### config.mk
export PLATFORM = sky130hd
export DESIGN_NAME = mbist_addr_gen
export DESIGN_NICKNAME = d
export VERILOG_FILES = /design/src/rtl/mbist_addr_gen.sv
export SDC_FILE = /design/constraint.sdc
export NUM_CORES = 1
export LEC_CHECK = 0
export CORE_AREA = 2 2 52 54
export CTS_CLUSTER_SIZE = 14
export DETAILED_ROUTE_END_ITERATION = 8
export DIE_AREA = 0 0 54 56
export MAX_ROUTING_LAYER = met4
export PLACE_DENSITY = 0.73
export SKIP_LAST_GASP = 1
export SYNTH_ARGS = -nofsm -noshare
export SYNTH_HDL_FRONTEND = slang
export SYNTH_SLANG_ARGS = --single-unit
### constraint.sdc
create_clock -name clk -period 3.3 [get_ports clk]
set_clock_uncertainty 0.2 [all_clocks]
set_input_delay 0.825 -clock clk [delete_from_list [all_inputs] [get_ports clk]]
set_output_delay 0.825 -clock clk [all_outputs]
set_load 0.03 [all_outputs]
### src/rtl/mbist_addr_gen.sv
// MBIST address generator: sweeps a test address range up or down, one step per
// completed march element, with scan access to the counter and error-correction rewind.
module mbist_addr_gen #(
  parameter int unsigned                 BIST_ADDR_WD    = 9,
  parameter logic [BIST_ADDR_WD-1:0]     BIST_ADDR_START = 9'h000,
  parameter logic [BIST_ADDR_WD-1:0]     BIST_ADDR_END   = 9'h1F8
) (
  input  logic                    clk,
  input  logic                    rst_n,
  input  logic                    scan_shift,
  input  logic                    sdi,
  input  logic                    re_init,
  input  logic                    run,
  input  logic                    last_op,
  input  logic                    op_updown,
  input  logic                    op_reverse,
  output logic [BIST_ADDR_WD-1:0] bist_addr,
  output logic                    addr_valid,
  output logic                    last_addr,
  output logic                    addr_wrap,
  output logic                    sdo
);

  typedef enum logic [1:0] {
    IDLE  = 2'd0,
    LOAD  = 2'd1,
    SWEEP = 2'd2
  } state_e;

  localparam logic [BIST_ADDR_WD-1:0] ONE = BIST_ADDR_WD'(1);

  state_e                  state, state_nxt;
  logic [BIST_ADDR_WD-1:0] addr_cnt, cnt_nxt;
  logic [BIST_ADDR_WD-1:0] term;
  logic [BIST_ADDR_WD-1:0] addr_rev;
  logic                    at_term;
  logic                    in_sweep;
  logic                    step_go;

  // Terminal address follows op_updown live, so a mid-sweep direction flip retargets at once.
  assign term     = op_updown ? BIST_ADDR_END : BIST_ADDR_START;
  assign at_term  = (addr_cnt == term);
  assign in_sweep = (state == SWEEP);
  assign step_go  = in_sweep && run && last_op && !re_init && !scan_shift;
  assign sdo      = addr_cnt[0];

  always_ff @(posedge clk) begin
    // NOTE: non-blocking here so every register samples pre-edge values regardless of order.
    if (!rst_n) begin
      state    <= IDLE;
      addr_cnt <= BIST_ADDR_START;
    end else begin
      state    <= state_nxt;
      addr_cnt <= cnt_nxt;
    end
  end

  always_comb begin
    // NOTE: defaults first so no path through the case can infer a latch.
    state_nxt = state;
    cnt_nxt   = addr_cnt;
    if (scan_shift) begin
      cnt_nxt = {sdi, addr_cnt[BIST_ADDR_WD-1:1]};
    end else if (!re_init) begin
      unique case (state)
        IDLE: begin
          if (run) state_nxt = LOAD;
        end
        LOAD: begin
          cnt_nxt   = op_updown ? BIST_ADDR_START : BIST_ADDR_END;
          state_nxt = SWEEP;
        end
        SWEEP: begin
          if (run && last_op) begin
            if (at_term) state_nxt = LOAD;
            else         cnt_nxt   = op_updown ? addr_cnt + ONE : addr_cnt - ONE;
          end
        end
        default: state_nxt = IDLE;
      endcase
    end
  end

  always_comb begin
    for (int i = 0; i < int'(BIST_ADDR_WD); i++) begin
      addr_rev[i] = addr_cnt[int'(BIST_ADDR_WD) - 1 - i];
    end
    bist_addr  = op_reverse ? addr_rev : addr_cnt;
    addr_valid = in_sweep;
    last_addr  = in_sweep && at_term;
    addr_wrap  = step_go && at_term;
  end

endmodule

==> key figures, run 1 <==
Outcome
  – Status: completed

Critical path
  – CP max FO: 2
  – CP arrival: 2210 ps
  – Worst reg-to-reg path cell count: 9
  – Setup crit end kind: output pin
  – Worst setup SP type: input pin
  – WS Path Type: in -> out
  – Crit path required time: 2270 ps

Floorplanning
  – Die Span Y: 56 um
  – Die area: 3020 um2
  – Effective utilization at floorplan: 0.440
  – Core area: 2430 um2
  – Die width: 54 um
  – # rows: 18
  – Num ports: 22

STA
  – # setup viols final: 0
  – Hold Vio Cnt, Final: 0
  – Pins Over Slew Limit: 0
  – RSZ-0062 raised after global routing: false
  – Sum Neg Setup Slack: 0 ps
  – Worst-margin pin slew: 458 ps
  – Relative slew margins: 0.694
  – Final WS setup: 68.8 ps
  – Max frequency: 0.309 GHz
  – Crit path time final: 3230 ps
  – Worst Hold Slack: 323 ps
  – Final period util: 0.979

Clock tree
  – H-Tree Depth: 1
  – CTS root buffer: clkbuf_4
  – CTS Hold Buffers Added: 0
  – CTS clk-pin slew, worst paths: 80 ps
  – CTS Sinks: 11
  – Later-pin clock latency in the skew report: 280 ps
  – TritonCTS clock tree: built
  – CTS Buf Count: 3
  – CTS max path bufs: 2

Drt
  – WL per Instance: 16.3 um
  – Final WL: 3.24 mm
  – Initial DRT Pass Iterations: 4
  – DR DRC count: 0
  – Via count: 1222
  – Vias per std cell: 6.14
  – Initial drt markers: 50
  – Routed Antenna Nets: 0

Synth
  – Synth Register Bits: 11
  – Synthesized area: 1070 um2
  – Ys async rst share: 0
  – Syn. warnings: 0
  – Unique cell type count in the Yosys netlist: 44
  – Ys flop type: dfxtp_1
  – Syn_nets: 148
  – Gate Count Post-Synth: 131
  – Synth Area per Inst: 8.18 um2
  – Number of flops mapped to enable cells by yosys: 0
  – Sequential share of the synthesized area: 0.206

Run
  – Maxcap violations: 0

Power and ir drop
  – VDD IR max: 197 uV
  – Internal power: 0.268 mW
  – LEAKAGE: 0.586 nW
  – Pwr Density: 275 nW/um2
  – Combinational share of power: 0.393
  – Clock power share: 0.245
  – Final Power: 0.419 mW
  – Switching Power: 0.151 mW
  – Switching Fraction: 0.361
  – Sequential power share: 0.362

Placed design
  – Placed Area: 1420 um2
  – Detail Placement HPWL: 2.48 mm
  – Final GP Congestion: 0.996
  – Place WS: -421 ps
  – Port bufs: 21
  – Placed Cells incl. Taps: 194

Finish
  – Antenna fix cells: 0
  – Non-Filler Instances: 199
  – Area growth syn-to-layout: 42.1%
  – NumNets Final: 187
  – Fraction of layout cells with a size suffix above 1: 0.260
  – Post-Route Utilization: 0.626
  – Design area: 1520 um2

GRT
  – Vias in the first global route: 1159
  – Grt ovf: 0
  – Met1 Use GR: 0.313
  – First-pass GRT wire length: 5.34 mm
  – GRT Util Overall: 0.242
  – Largest net degree at the start of global routing: 13
  – GR Layer Usage met2: 0.369
  – GR peak layer: met2
  – Antenna violations before repair: 0
  – Grt met3 use: 0.0188

Worst hold path
  – HP Class: reg -> reg
  – Hold depth: 2
[cell type report]
cell class,instances,area [um2]
inverters,10,40.0
flip-flops and latches,11,220
well taps,30,37.5
clock buffers,4,26.3
fillers,206,911
multi-input cells,106,860
repair buffers,38,338
[placed cells by master (no fill, tap or decap), types with 2 or more instances in the layout]
| cell type | Yosys | layout |
|---|---|---|
| dfxtp_1 | 11 | 11 |
| nor2_1 | 5 | 5 |
| inv_1 | 10 | 9 |
| clkdlybuf4s50_1 | 0 | 13 |
| nor3_1 | 3 | 3 |
| clkbuf_4 | 0 | 3 |
| ha_1 | 7 | 2 |
| nand2_1 | 11 | 11 |
| ha_4 | 0 | 5 |
| a2bb2oi_1 | 2 | 2 |
| buf_6 | 0 | 3 |
| o21ai_0 | 12 | 12 |
| o211ai_1 | 2 | 2 |
| nand4b_1 | 3 | 3 |
| a41oi_1 | 2 | 2 |
| nor2b_1 | 4 | 4 |
| a21o_1 | 3 | 3 |
| nor4b_1 | 2 | 2 |
| mux2_2 | 4 | 4 |
| nand2b_1 | 3 | 3 |
| or3_1 | 2 | 2 |
| a21boi_1 | 3 | 3 |
| buf_4 | 1 | 20 |
| a21oi_1 | 4 | 4 |
| a31oi_1 | 3 | 3 |
| o21a_1 | 3 | 3 |
| o221ai_1 | 5 | 5 |
| nand3_1 | 3 | 3 |
| xnor2_1 | 2 | 2 |
[critical path, cell delays in order]
cell and delay [ps]:
buf_8 80, inv_4 30, ha_4 250, or4b_4 470, nor4_4 170, and4_4 250, buf_6 120
[synth_stat cells (all sizes together), types with 2 or more instances]
| cell | n | area [um2] |
|---|---|---|
| mux2 | 4 | 45.0 |
| o211ai | 2 | 15.0 |
| a21boi | 3 | 22.5 |
| nand2b | 3 | 18.8 |
| a21oi | 4 | 20.0 |
| o21a | 3 | 22.5 |
| dfxtp | 11 | 220 |
| nor4 | 2 | 27.5 |
| nor3 | 3 | 15.0 |
| clkbuf | 3 | 11.3 |
| nand2 | 11 | 41.3 |
| a21o | 3 | 22.5 |
| xnor2 | 2 | 17.5 |
| nor4b | 2 | 17.5 |
| a2bb2oi | 2 | 17.5 |
| o21ai | 13 | 68.8 |
| o221ai | 5 | 43.8 |
| nor2b | 4 | 25.0 |
| nand3 | 3 | 15.0 |
| or3 | 2 | 12.5 |
| a41oi | 2 | 17.5 |
| a31oi | 3 | 18.8 |
| nand4b | 3 | 26.3 |
| ha | 7 | 87.6 |
| nor2 | 5 | 18.8 |
| inv | 10 | 37.5 |
[sequential cells by signal, summed over array words and instances, names as in the netlist]
signal / flops
state: 2
addr_cnt: 9
[routing by layer]
metal	wire [um]	part of all wire	up-vias
met4	87	0.027	0
li1	-	-	576
met2	1590	0.49	45
met3	153	0.047	9
met5	0	0	-
met1	1410	0.44	592
[path summary, 6_finish.rpt]
kind               start     endpoint  slack, ps
max            op_updown    addr_wrap         70
min          addr_cnt[2]  addr_cnt[1]        320
max reg2reg  addr_cnt[7]  addr_cnt[5]        880
min reg2reg  addr_cnt[2]  addr_cnt[1]        320
[repair_timing]
item	in CTS	in global routing
setup buffers	2	0
cloned	0	0
pin swaps	2	4
resized for setup	8	8
setup endpoints to repair	6	2
[power by group through the flow]
stage	clock [mW]	combinational (mW)	sequential [mW]
finish	0.103	0.164	0.152
global route	0.106	0.178	0.153
CTS	0.101	0.155	0.150
detailed placement	0	0.155	0.153
global placement	0	0.149	0.153
floorplan	0	0.0951	0.150
[kinds of logic (layout without fill, tap and decap cells)]
family	Yosys count	in the layout	synth area share
AOI/OAI and AO/OA	45	45	0.298
buffers and inverters	14	52	0.0526
DFF	11	11	0.206
and+or+nand+nor	45	45	0.261
muxes	5	5	0.0514
adders and majority gates	8	8	0.100
xor gates and xnor gates	3	3	0.0315
(Power assumes the default switching activity.)
==> inputs of run 2 (changes only) <==
--- a/config.mk
+++ b/config.mk
@@ -5,12 +5,12 @@
 export SDC_FILE = /design/constraint.sdc
 export NUM_CORES = 1
 export LEC_CHECK = 0
-export CORE_AREA = 2 2 52 54
+export CORE_AREA = 2 2 55 57
 export CTS_CLUSTER_SIZE = 14
 export DETAILED_ROUTE_END_ITERATION = 8
-export DIE_AREA = 0 0 54 56
+export DIE_AREA = 0 0 57 59
 export MAX_ROUTING_LAYER = met4
-export PLACE_DENSITY = 0.73
+export PLACE_DENSITY = 0.66
 export SKIP_LAST_GASP = 1
 export SYNTH_ARGS = -nofsm -noshare
 export SYNTH_HDL_FRONTEND = slang
==> run 2 against run 1 <==
Net effect:
- sequential share of layout area is essentially flat
- sequential cell count is the same
- sequential power is essentially flat
- first-iteration DRC count shrank 18%
- clock power is essentially flat
- the flow now finishes with violations (negative setup slack)
- power shrank 1.0%
- global-route usage shrank 4.0 points
- fmax shrank 2.8%
- worst setup slack lost 92 ps
- count of clock-buffer cells in the layout is the same
==> key figures, run 2 (synthesis gave the netlist of run 1 again) <==
Finish
  – Fillers: 254
  – Biggest regs: addr_cnt: 9 flops, state: 2 flops
  – Antenna fix cells: 0
  – Fraction of layout cells with a size suffix above 1: 0.263
  – Non-Filler Instances: 202
  – Post-Route Utilization: 0.563
  – NumNets Final: 189
  – Commonest non-fill, non-tap cell in the layout: buf_4
  – Design area: 1530 um2
  – Area growth syn-to-layout: 42.4%
  – Commonest non-fill, non-tap cells in the layout: buf_4 (21), o21ai_0 (12), nand2_1 (11), dfxtp_1 (11), clkdlybuf4s50_1 (10)
  – Max FFs per register: 9
  – Most flops, register: addr_cnt

Floorplanning
  – Effective utilization at floorplan: 0.395
  – Die width: 57 um
  – Core area: 2710 um2
  – # rows: 19
  – Die area: 3360 um2
  – Die Span Y: 59 um
  – Num ports: 22

Placed design
  – Place WS: -477 ps
  – Detail Placement HPWL: 2.51 mm
  – Placed Cells incl. Taps: 195
  – Port bufs: 21
  – Final GP Congestion: 0.923
  – Placed Area: 1420 um2

STA
  – Worst Hold Slack: 337 ps
  – # setup viols final: 1
  – Max frequency: 0.301 GHz
  – Final period util: 1.01
  – Sum Neg Setup Slack: -23.3 ps
  – Pins Over Slew Limit: 0
  – Worst-margin pin slew: 456 ps
  – RSZ-0062 raised after global routing: true
  – Crit path time final: 3320 ps
  – Relative slew margins: 0.695
  – Hold Vio Cnt, Final: 0
  – Final WS setup: -23.3 ps

Clock tree
  – TritonCTS clock tree: built
  – CTS clk-pin slew, worst paths: 80 ps
  – CTS Sinks: 11
  – CTS Hold Buffers Added: 0
  – CTS max path bufs: 2
  – CTS Buf Count: 3
  – CTS root buffer: clkbuf_4
  – Later-pin clock latency in the skew report: 270 ps
  – H-Tree Depth: 1

Power and ir drop
  – Final Power: 0.415 mW
  – Clock power share: 0.240
  – LEAKAGE: 0.612 nW
  – Switching Power: 0.148 mW
  – Sequential power share: 0.366
  – Combinational share of power: 0.394
  – Internal power: 0.266 mW
  – VDD IR max: 156 uV
  – Switching Fraction: 0.357
  – Pwr Density: 272 nW/um2

Drt
  – DR DRC count: 0
  – WL per Instance: 16.5 um
  – Via count: 1182
  – Routed wl met2: 1.66 mm
  – Initial drt markers: 41
  – Met1 WL: 1.49 mm
  – Vias per std cell: 5.85
  – Final WL: 3.33 mm
  – Top sig layer: met4
  – Initial DRT Pass Iterations: 4
  – Routed Antenna Nets: 0
  – Met3 Wirelength: 141 um

GRT
  – First-pass GRT wire length: 5.16 mm
  – Grt ovf: 0
  – Largest net degree at the start of global routing: 13
  – Antenna violations before repair: 0
  – Vias in the first global route: 1127
  – GRT Util Overall: 0.202

Critical path
  – Crit path required time: 2270 ps
  – WS Path Type: in -> out
  – Worst reg-to-reg path cell count: 8
  – Worst setup SP type: input pin
  – CP max FO: 4
  – CP arrival: 2300 ps
  – Setup crit end kind: output pin

Outcome
  – Status: finished, violations left
  – Failing checks: negative setup slack

Run
  – Maxcap violations: 0

Worst hold path
  – Hold depth: 1
  – HP Class: reg -> reg
==> run 2: changes by cell type in the layout (fill, tap and decap cells not counted), sizes merged <==
cell           before  now
buf                24   26
clkdlybuf4s50      13   10
dlygate4sd2         1    4
==> run 2: layer usage <==
| layer | global-route usage | up-vias |
|---|---|---|
| li1 | - | 580 |
| met1 | 0.259 | 559 |
| met2 | 0.325 | 39 |
| met3 | 0.0153 | 4 |
| met4 | 0.0930 | 0 |
| met5 | - | - |
==> run 2: cell type report <==
class	count	area [um2]	area share
inverter	10	40.0	0.0263
sequential	11	220	0.144
tap	31	38.8	0.0254
timing repair buffer	40	353	0.231
clock buffer	4	26.3	0.0172
multi-input combinational	106	847	0.555
==> run 2: critical path: stages <==
cell     delay (ps)
buf_8            80
inv_4            30
buf_6           120
buf_6           130
ha_4            260
nand4_1         180
nor4_4          290
and4_4          250
buf_6           120
==> run 2: worst paths after layout <==
| path | slack (ps) | from | to |
|---|---|---|---|
| worst min register to register | 340 | addr_cnt[0] | addr_cnt[0] |
| worst min-delay path | 340 | addr_cnt[0] | addr_cnt[0] |
| worst max-delay path | -20 | op_updown | addr_wrap |
| worst max register to register | 930 | addr_cnt[7] | addr_cnt[5] |
==> run 2: power groups by stage <==
stage / Sequential, mW / Clock (mW) / Combinational [mW]
finish: 0.152 / 0.0996 / 0.163
global route: 0.153 / 0.106 / 0.177
CTS: 0.150 / 0.102 / 0.154
detailed placement: 0.153 / 0 / 0.155
global placement: 0.153 / 0 / 0.150
floorplan: 0.150 / 0 / 0.0951
==> run 2: timing repair <==
| action | 4_1_cts | 5_1_grt |
|---|---|---|
| buffers inserted | 2 | 1 |
| setup endpoints to repair | 6 | 2 |
| gates resized for setup | 10 | 9 |
| pin swaps | 3 | 4 |
==> inputs of run 3 (changes only) <==
--- a/config.mk
+++ b/config.mk
@@ -5,12 +5,13 @@
 export SDC_FILE = /design/constraint.sdc
 export NUM_CORES = 1
 export LEC_CHECK = 0
-export CORE_AREA = 2 2 55 57
+export ABC_AREA = 1
+export CORE_AREA = 2 2 54 56
 export CTS_CLUSTER_SIZE = 14
 export DETAILED_ROUTE_END_ITERATION = 8
-export DIE_AREA = 0 0 57 59
+export DIE_AREA = 0 0 56 58
 export MAX_ROUTING_LAYER = met4
-export PLACE_DENSITY = 0.66
+export PLACE_DENSITY = 0.74
 export SKIP_LAST_GASP = 1
 export SYNTH_ARGS = -nofsm -noshare
 export SYNTH_HDL_FRONTEND = slang
==> run 3 against run 2 <==
Net effect:
- highest routed layer unchanged
- synthesized cell count rose by 48%
- largest power group unchanged
- critical path depth fell by 1
- design area rose by 1.3%
- the flow now finishes without violations
- routed wire length fell by 6.8%
- largest cell class unchanged
==> key figures, run 3 <==
GRT
  – Antenna violations before repair: 0
  – Vias in the first global route: 1135
  – Grt ovf: 0
  – GR Layer Usage met2: 0.336
  – Met1 Use GR: 0.277
  – First-pass GRT wire length: 5.24 mm
  – GR peak layer: met2
  – GRT Util Overall: 0.211
  – Grt met3 use: 0.0513
  – Largest net degree at the start of global routing: 17

Critical path
  – WS Path Type: in -> out
  – CP arrival: 2120 ps
  – Setup crit end kind: output pin
  – CP max FO: 7
  – Crit path required time: 2270 ps
  – Worst setup SP type: input pin

Clock tree
  – CTS Sinks: 11
  – H-Tree Depth: 1
  – TritonCTS clock tree: built
  – CTS Hold Buffers Added: 0
  – CTS root buffer: clkbuf_4
  – CTS max path bufs: 2
  – CTS Buf Count: 3
  – Later-pin clock latency in the skew report: 290 ps
  – CTS clk-pin slew, worst paths: 80 ps

Power and ir drop
  – VDD IR max: 234 uV
  – Final Power: 0.460 mW
  – Combinational share of power: 0.441
  – Clock power share: 0.224
  – Internal power: 0.270 mW
  – Sequential power share: 0.336
  – Switching Power: 0.191 mW
  – Pwr Density: 298 nW/um2
  – LEAKAGE: 0.770 nW
  – Switching Fraction: 0.415

Drt
  – Final WL: 3.10 mm
  – Via count: 1313
  – Routed Antenna Nets: 0
  – Initial drt markers: 38
  – Vias per std cell: 5.11
  – Initial DRT Pass Iterations: 4
  – WL per Instance: 12.1 um
  – DR DRC count: 0

Finish
  – Fraction of layout cells with a size suffix above 1: 0.221
  – Most flops, register: addr_cnt
  – Commonest non-fill, non-tap cell in the layout: nand2_1
  – Area growth syn-to-layout: 28.0%
  – Antenna fix cells: 0
  – NumNets Final: 244
  – Biggest regs: addr_cnt: 9 flops, state: 2 flops
  – Max FFs per register: 9
  – Commonest non-fill, non-tap cells in the layout: nand2_1 (55), inv_1 (25), buf_4 (20)

Synth
  – Area contributors post-synth: dfxtp_1 (18%), nand2_1 (17%), a21oi_1 (7.9%)
  – Sequential share of the synthesized area: 0.182
  – Most common cell in the netlist: nand2_1
  – Synth Register Bits: 11
  – Ys async rst share: 0
  – Ys flop type: dfxtp_1
  – Top post-synthesis cells by count: nand2_1 (56), inv_1 (25), a21oi_1 (19)
  – Synth top area share: 0.182
  – Syn_nets: 211
  – Unique cell type count in the Yosys netlist: 33
  – Gate Count Post-Synth: 194
  – Area leader, netlist: dfxtp_1
  – Syn. warnings: 0
  – Synthesized area: 1210 um2
  – Number of flops mapped to enable cells by yosys: 0
  – Synth Area per Inst: 6.22 um2

Floorplanning
  – Die width: 56 um
  – Effective utilization at floorplan: 0.453
  – # rows: 19
  – Core area: 2660 um2
  – Die Span Y: 58 um
  – Num ports: 22
  – Die area: 3250 um2

Placed design
  – Port bufs: 21
  – Place WS: -138 ps
  – Detail Placement HPWL: 2.41 mm
  – Final GP Congestion: 0.920

STA
  – Final period util: 0.954
  – Relative slew margins: 0.698
  – Hold Vio Cnt, Final: 0
  – # setup viols final: 0
  – Final WS setup: 153 ps
  – RSZ-0062 raised after global routing: false
  – Max frequency: 0.318 GHz
  – Worst-margin pin slew: 451 ps
  – Crit path time final: 3150 ps
  – Pins Over Slew Limit: 0

Worst hold path
  – HP Class: reg -> reg

Outcome
  – Status: completed

Run
  – Maxcap violations: 0
-- run 3: path summary, 6_finish.rpt --
kind / slack [ps] / from / to / cells after the start
max: 150 / op_updown / addr_wrap / 8
max reg2reg: 1270 / addr_cnt[0] / addr_cnt[6] / 12
min: 300 / addr_cnt[2] / addr_cnt[2] / 2
min reg2reg: 300 / addr_cnt[2] / addr_cnt[2] / 2
-- run 3: final cells by class --
cell class | instances | area, um2
Fill cell | 267 | 1120
Inverter | 29 | 114
Tap cell | 31 | 38.8
Clock inverter | 1 | 5.00
Sequential cell | 11 | 220
Clock buffer | 3 | 22.5
Multi-Input combinational cell | 151 | 886
Timing Repair Buffer | 31 | 259
-- run 3: layer usage --
metal	vias up	part of all wire
met5	-	0
met4	0	0.011
met3	4	0.061
met2	32	0.45
met1	578	0.48
li1	699	-
-- run 3: logic make-up after synthesis --
| group | Yosys count | share of synthesized area |
|---|---|---|
| compound gates | 37 | 0.172 |
| fa+ha+maj | 8 | 0.0891 |
| buf+inv | 32 | 0.111 |
| flops | 11 | 0.182 |
| simple gates | 106 | 0.446 |
-- run 3: power groups by stage --
stage,logic [mW],registers [mW],clock network (mW)
2_1_floorplan,0.136,0.153,0
3_3_place_gp,0.197,0.157,0
3_5_place_dp,0.197,0.156,0
4_1_cts,0.202,0.154,0.106
5_1_grt,0.227,0.156,0.110
6_report,0.203,0.155,0.103
-- run 3: what timing repair did --
item,4_1_cts,5_1_grt
setup buffers,0,0
endpoints found under the setup margin,2,0
gates resized for setup,6,0
-- run 3: critical path, stage by stage --
cell,delay (ps)
dlygate4sd2_1,270
inv_4,90
ha_1,300
nand2_1,90
nor2_4,130
nand4_2,130
nor3_2,120
buf_4,170
-- run 3: metrics by stage --
step,instance area (um2),cells,hold slack (ps),utilization,setup TNS [ps]
after global routing,1550,257,341,0.580,0
after floorplan,1210,194,262,-,0
after CTS,1550,257,293,0.580,0
after detailed placement,1480,253,280,0.557,-150
after global placement,1480,253,279,0.557,-109
final,1550,257,297,0.580,0
